**src/rtl/apb4_req_arbiter.sv**
```systemverilog
// apb4_req_arbiter: round-robin arbiter that shares one APB4 master port
// between NUM_REQ requesters. A grant is made only in IDLE; the transfer then
// walks SETUP -> ACCESS, and a one-cycle rsp_valid pulse returns the result.
// Optional: define APB_TIMEOUT_EN to bound ACCESS wait states to
// TIMEOUT_CYCLES, after which the transfer completes with rsp_err=1.
module apb4_req_arbiter #(
   parameter int NUM_REQ        = 4,
   parameter int ADDR_WIDTH     = 32,
   parameter int DATA_WIDTH     = 32,
   parameter int TIMEOUT_CYCLES = 16
) (
   input  logic                               PCLK,
   input  logic                               PRESETn,
   input  logic [NUM_REQ-1:0]                 req_valid,
   output logic [NUM_REQ-1:0]                 req_ready,
   input  logic [NUM_REQ*ADDR_WIDTH-1:0]      req_addr,
   input  logic [NUM_REQ-1:0]                 req_write,
   input  logic [NUM_REQ*DATA_WIDTH-1:0]      req_wdata,
   input  logic [NUM_REQ*(DATA_WIDTH/8)-1:0]  req_strb,
   input  logic [NUM_REQ*3-1:0]               req_prot,
   output logic [NUM_REQ-1:0]                 rsp_valid,
   output logic [DATA_WIDTH-1:0]              rsp_rdata,
   output logic                               rsp_err,
   output logic                               PSEL,
   output logic                               PENABLE,
   output logic [ADDR_WIDTH-1:0]              PADDR,
   output logic                               PWRITE,
   output logic [DATA_WIDTH-1:0]              PWDATA,
   output logic [DATA_WIDTH/8-1:0]            PSTRB,
   output logic [2:0]                         PPROT,
   input  logic [DATA_WIDTH-1:0]              PRDATA,
   input  logic                               PREADY,
   input  logic                               PSLVERR
);

   localparam int STRB_W = DATA_WIDTH / 8;
   localparam int PTR_W  = (NUM_REQ > 1) ? $clog2(NUM_REQ) : 1;

   typedef enum logic [1:0] {IDLE, SETUP, ACCESS} state_t;

   state_t                  state_reg, state_next;
   logic [PTR_W-1:0]        rr_ptr_reg, rr_ptr_next;
   logic [PTR_W-1:0]        grant_reg, grant_next;
   logic                    psel_reg, psel_next;
   logic                    penable_reg, penable_next;
   logic [ADDR_WIDTH-1:0]   paddr_reg, paddr_next;
   logic                    pwrite_reg, pwrite_next;
   logic [DATA_WIDTH-1:0]   pwdata_reg, pwdata_next;
   logic [STRB_W-1:0]       pstrb_reg, pstrb_next;
   logic [2:0]              pprot_reg, pprot_next;
   logic [NUM_REQ-1:0]      rsp_valid_reg, rsp_valid_next;
   logic [DATA_WIDTH-1:0]   rsp_rdata_reg, rsp_rdata_next;
   logic                    rsp_err_reg, rsp_err_next;

`ifdef APB_TIMEOUT_EN
   localparam int CNT_W = $clog2(TIMEOUT_CYCLES + 1);
   logic [CNT_W-1:0]        wait_cnt_reg, wait_cnt_next;
`endif

   // Parameter sanity marker: an out-of-range configuration elaborates this
   // scope, which makes the mistake visible in the hierarchy.
   if (NUM_REQ < 2 || NUM_REQ > 8 || (DATA_WIDTH % 8) != 0 || TIMEOUT_CYCLES < 1) begin : g_invalid_params
   end

   // Per-requester views of the packed request fields.
   logic [ADDR_WIDTH-1:0]   addr_arr  [NUM_REQ];
   logic [DATA_WIDTH-1:0]   wdata_arr [NUM_REQ];
   logic [STRB_W-1:0]       strb_arr  [NUM_REQ];
   logic [2:0]              prot_arr  [NUM_REQ];

   genvar gi;
   generate
      for (gi = 0; gi < NUM_REQ; gi++) begin : g_unpack
         assign addr_arr[gi]  = req_addr[gi*ADDR_WIDTH +: ADDR_WIDTH];
         assign wdata_arr[gi] = req_wdata[gi*DATA_WIDTH +: DATA_WIDTH];
         assign strb_arr[gi]  = req_strb[gi*STRB_W +: STRB_W];
         assign prot_arr[gi]  = req_prot[gi*3 +: 3];
      end
   endgenerate

   logic                    grant_any;
   logic [PTR_W-1:0]        grant_idx;
   int                      scan_idx;
   logic [PTR_W-1:0]        scan_ptr;

   // Round-robin search: first valid requester after the last grant, wrapping.
   always_comb begin
      grant_any = 1'b0;
      grant_idx = '0;
      scan_idx  = 0;
      scan_ptr  = '0;
      for (int k = 1; k <= NUM_REQ; k++) begin
         scan_idx = int'(rr_ptr_reg) + k;
         if (scan_idx >= NUM_REQ)
            scan_idx = scan_idx - NUM_REQ;
         scan_ptr = PTR_W'(scan_idx);
         if (!grant_any && req_valid[scan_ptr]) begin
            grant_any = 1'b1;
            grant_idx = scan_ptr;
         end
      end
   end

   // Accept strobe: only in IDLE, only to the winner, and never during reset.
   always_comb begin
      req_ready = '0;
      if (PRESETn && state_reg == IDLE && grant_any)
         req_ready[grant_idx] = 1'b1;
   end

   // Next-state and next-output logic for the SETUP/ACCESS sequencer.
   always_comb begin
      state_next     = state_reg;
      rr_ptr_next    = rr_ptr_reg;
      grant_next     = grant_reg;
      psel_next      = psel_reg;
      penable_next   = penable_reg;
      paddr_next     = paddr_reg;
      pwrite_next    = pwrite_reg;
      pwdata_next    = pwdata_reg;
      pstrb_next     = pstrb_reg;
      pprot_next     = pprot_reg;
      rsp_valid_next = '0;
      rsp_rdata_next = rsp_rdata_reg;
      rsp_err_next   = rsp_err_reg;
`ifdef APB_TIMEOUT_EN
      wait_cnt_next  = wait_cnt_reg;
`endif
      case (state_reg)
         IDLE: begin
            if (grant_any) begin
               rr_ptr_next = grant_idx;
               grant_next  = grant_idx;
               paddr_next  = addr_arr[grant_idx];
               pwrite_next = req_write[grant_idx];
               pwdata_next = wdata_arr[grant_idx];
               // Reads never carry strobes on the bus.
               pstrb_next  = req_write[grant_idx] ? strb_arr[grant_idx] : '0;
               pprot_next  = prot_arr[grant_idx];
               psel_next   = 1'b1;
               state_next  = SETUP;
            end
         end
         SETUP: begin
            penable_next = 1'b1;
            state_next   = ACCESS;
`ifdef APB_TIMEOUT_EN
            wait_cnt_next = '0;
`endif
         end
         ACCESS: begin
            if (PREADY) begin
               rsp_valid_next[grant_reg] = 1'b1;
               rsp_rdata_next = pwrite_reg ? '0 : PRDATA;
               rsp_err_next   = PSLVERR;
               psel_next      = 1'b0;
               penable_next   = 1'b0;
               state_next     = IDLE;
            end
`ifdef APB_TIMEOUT_EN
            else if (wait_cnt_reg == CNT_W'(TIMEOUT_CYCLES - 1)) begin
               // Slave stalled too long: complete with an error and no data.
               rsp_valid_next[grant_reg] = 1'b1;
               rsp_rdata_next = '0;
               rsp_err_next   = 1'b1;
               psel_next      = 1'b0;
               penable_next   = 1'b0;
               state_next     = IDLE;
            end else begin
               wait_cnt_next = wait_cnt_reg + 1'b1;
            end
`endif
         end
         default: state_next = IDLE;
      endcase
   end

   // State and registered outputs; reset abandons any transfer in flight.
   always_ff @(posedge PCLK) begin
      if (!PRESETn) begin
         state_reg     <= IDLE;
         rr_ptr_reg    <= PTR_W'(NUM_REQ - 1);
         grant_reg     <= '0;
         psel_reg      <= 1'b0;
         penable_reg   <= 1'b0;
         paddr_reg     <= '0;
         pwrite_reg    <= 1'b0;
         pwdata_reg    <= '0;
         pstrb_reg     <= '0;
         pprot_reg     <= '0;
         rsp_valid_reg <= '0;
         rsp_rdata_reg <= '0;
         rsp_err_reg   <= 1'b0;
`ifdef APB_TIMEOUT_EN
         wait_cnt_reg  <= '0;
`endif
      end else begin
         state_reg     <= state_next;
         rr_ptr_reg    <= rr_ptr_next;
         grant_reg     <= grant_next;
         psel_reg      <= psel_next;
         penable_reg   <= penable_next;
         paddr_reg     <= paddr_next;
         pwrite_reg    <= pwrite_next;
         pwdata_reg    <= pwdata_next;
         pstrb_reg     <= pstrb_next;
         pprot_reg     <= pprot_next;
         rsp_valid_reg <= rsp_valid_next;
         rsp_rdata_reg <= rsp_rdata_next;
         rsp_err_reg   <= rsp_err_next;
`ifdef APB_TIMEOUT_EN
         wait_cnt_reg  <= wait_cnt_next;
`endif
      end
   end

   assign PSEL      = psel_reg;
   assign PENABLE   = penable_reg;
   assign PADDR     = paddr_reg;
   assign PWRITE    = pwrite_reg;
   assign PWDATA    = pwdata_reg;
   assign PSTRB     = pstrb_reg;
   assign PPROT     = pprot_reg;
   assign rsp_valid = rsp_valid_reg;
   assign rsp_rdata = rsp_rdata_reg;
   assign rsp_err   = rsp_err_reg;

endmodule

```
**config.mk**
```make
export PLATFORM = sky130hd
export DESIGN_NAME = apb4_req_arbiter
export DESIGN_NICKNAME = d
export VERILOG_FILES = /design/src/rtl/apb4_req_arbiter.sv
export SDC_FILE = /design/constraint.sdc
export NUM_CORES = 1
export LEC_CHECK = 0
export CAP_MARGIN = 20
export CORE_AREA = 5 5 169 171
export CTS_CLUSTER_SIZE = 30
export DETAILED_ROUTE_END_ITERATION = 10
export DIE_AREA = 0 0 174 176
export GPL_TIMING_DRIVEN = 0
export PLACE_DENSITY = 0.63
export SLEW_MARGIN = 10
export SYNTH_ARGS = -nofsm -noshare
export SYNTH_HDL_FRONTEND = slang
export SYNTH_SLANG_ARGS = --single-unit
```
**constraint.sdc**
```tcl
create_clock -name PCLK -period 1.8 [get_ports PCLK]
set_input_delay 0.36 -clock PCLK [delete_from_list [all_inputs] [get_ports PCLK]]
set_output_delay 0.36 -clock PCLK [all_outputs]
set_load 0.05 [all_outputs]
```
==> impl_metrics.ini <==
[outcome]
status = finished, violations left
violations = negative setup slack

[clock_network]
cts_buffer_depth = 2
cts_tree = built
path_clk_slew_ps = 60
clock_sink_count = 117
cts-root-buf = clkbuf_16
cts_inserted_buffers = 17
clk_latency_ps = 410
htreeDepth = 4

[logic_synthesis]
syn_inst = 793
postSynthAreaPerCell_um2 = 7.42
ys_seq_area_frac = 0.398
synth-seq-cells = 117
syn_nets = 1121
yosysMostFrequentCell = nand2_1
synthArstFlopShare = 0
synth_area_leaders = dfxtp_1 40%, nand2_1 19%, nand3_1 12%, a32o_1 11%, a22o_1 4.8%
yosysUniqueCellTypes = 32
synth_top_flop_cell = dfxtp_1
yosys.area.top_type = dfxtp_1
ys_top_cells_by_count = 297 x nand2_1, 138 x nand3_1, 117 x dfxtp_1
synth_edf_count = 0
synth_warnings = 0
synth_area_um2 = 5890
synth_top_area_frac = 0.398

[critical_path]
required_ps = 1440
cp.arrival_ps = 1820
path_class = reg -> out
endpoint_kind = primary output
startpoint_type = register
crit_fanout = 5

[route]
wl_per_cell_um = 20.1
firstDrtPassIters = 4
via_count = 7774
wirelength_um = 32800
final_antenna_net_count = 0
drc_errors = 0
vias_per_cell = 4.76
drt_iter0_drc = 345

[run]
drv_cap = 0

[timing]
period_share = 1.21
fmax_mhz = 458
rsz0062_at_grt = true
tightest_slew_ps = 592
fin_ws_ps = -382
slew_viol_final = 0
skew_ps = 12.2
setup_violations = 76
fin_crit_ps = 2180
slew_headroom = 0.607
finalHoldViolations = 0

[power_and_ir_drop]
design_power_total_mw = 11.8
ir_drop_uv = 472
power.leakage_nw = 5.31
power_density_nw_per_um2 = 982

[global_routing]
grt_pass1_vias = 8184
grt_pass1_wl_um = 48600
grt_max_degree = 17
grt_use_total = 0.203
overflow = 0
antenna_found_initial = 1

[layout]
drive_gt1_frac = 0.129
fillers = 2751
regArea_um2 = 2350
area_delta_synth_final_pct = 104
nets = 1606
stdcell_count = 1633
multi_input_area_um2 = 3410
final_cell_area_um2 = 12000

[placement]
gp_congestion = 0.871
placed_cell_area_um2 = 10900
dpl.cell_count = 1576
portBuffers = 442
pre_cts_slack_ps = -1720
dp_hpwl_um = 25500

[die]
dieArea_um2 = 30600
core.rowCount = 60
start_util = 0.220
fp.dieH_um = 176
core_um2 = 26700
die_width_um = 174
boundaryPins = 443

[hold_path]
hold_class = reg -> reg
[what timing repair did]
item,in CTS,in global routing
hold buffers,0,0
resized for setup,249,43
setup endpoints to repair,220,107
gates cloned,0,2
pin swaps,9,3
buffers inserted,19,4
[final timing paths]
check	startpoint	end	slack [ps]	depth (start not counted)
hold / removal	PSEL	PSEL	440	2
setup reg to reg	rr_ptr_reg[1]	PADDR[11]	-240	9
setup / recovery	rr_ptr_reg[0]	req_ready[2]	-380	6
hold reg to reg	PSEL	PSEL	440	2
[metal layers]
layer	part of all wire	GRT usage
met1	0.41	0.244
met2	0.48	0.348
met3	0.078	0.0619
met4	0.030	0.0693
met5	0	0
[cells by family after synthesis]
family                 count (synthesis)  synth area share
buffers and inverters                 73            0.0591
AO/OA/AOI/OAI                        138             0.206
multiplexers                           1           0.00170
flip-flops                           117             0.398
AND/OR/NAND/NOR                      464             0.336
[power breakdown]
part | switching, mW | internal (mW) | total, mW
Clock | 1.41 | 2.22 | 3.63
Sequential | 0.198 | 2.92 | 3.12
Combinational | 2.97 | 2.07 | 5.04
[area by class of cell]
type / count / share of cell area
buffer: 71 / 0.0555
inverter: 2 / 0.000625
timing repair buffer: 466 / 0.377
clock inverter: 15 / 0.0160
sequential: 117 / 0.196
antenna: 1 / 0.000208
clock buffer: 17 / 0.0354
multi-input combinational: 603 / 0.284
tap: 341 / 0.0355
[metrics by stage]
stage	utilization	hold WS, ps	TNS (ps)
floorplan	-	444	-343
global placement	0.407	434	-107440
detailed placement	0.407	442	-110200
CTS	0.442	449	-7180
global route	0.449	463	-16400
finish	0.449	444	-11920
[cells in the final DEF (no fill, tap or decap), types with 3 or more instances in the layout]
master,count
clkdlybuf4s50_1,323
nand2_1,296
nand3_1,127
dfxtp_1,114
dlygate4sd2_1,113
a32o_1,67
a22o_1,32
buf_4,30
buf_6,21
clkbuf_16,20
a21oi_1,11
clkbuf_2,10
buf_2,10
nand3_2,9
buf_12,7
clkbuf_4,7
nor2_1,5
nor3_4,5
buf_8,5
inv_6,5
clkbuf_1,4
o21ai_0,4
o22ai_1,4
a21boi_1,4
clkinv_4,4
nand2b_4,3
o21a_1,3
nor2_2,3
nor2b_1,3
bufinv_16,3
[critical path, cell delays in order, from the launching register on]
cell	delay [ps]
dfxtp_4	370
nand2b_4	160
a211o_1	280
buf_6	140
clkbuf_16	150
nor3_4	160
buf_6	180
No activity file was read; power rests on OpenSTA's default activity.
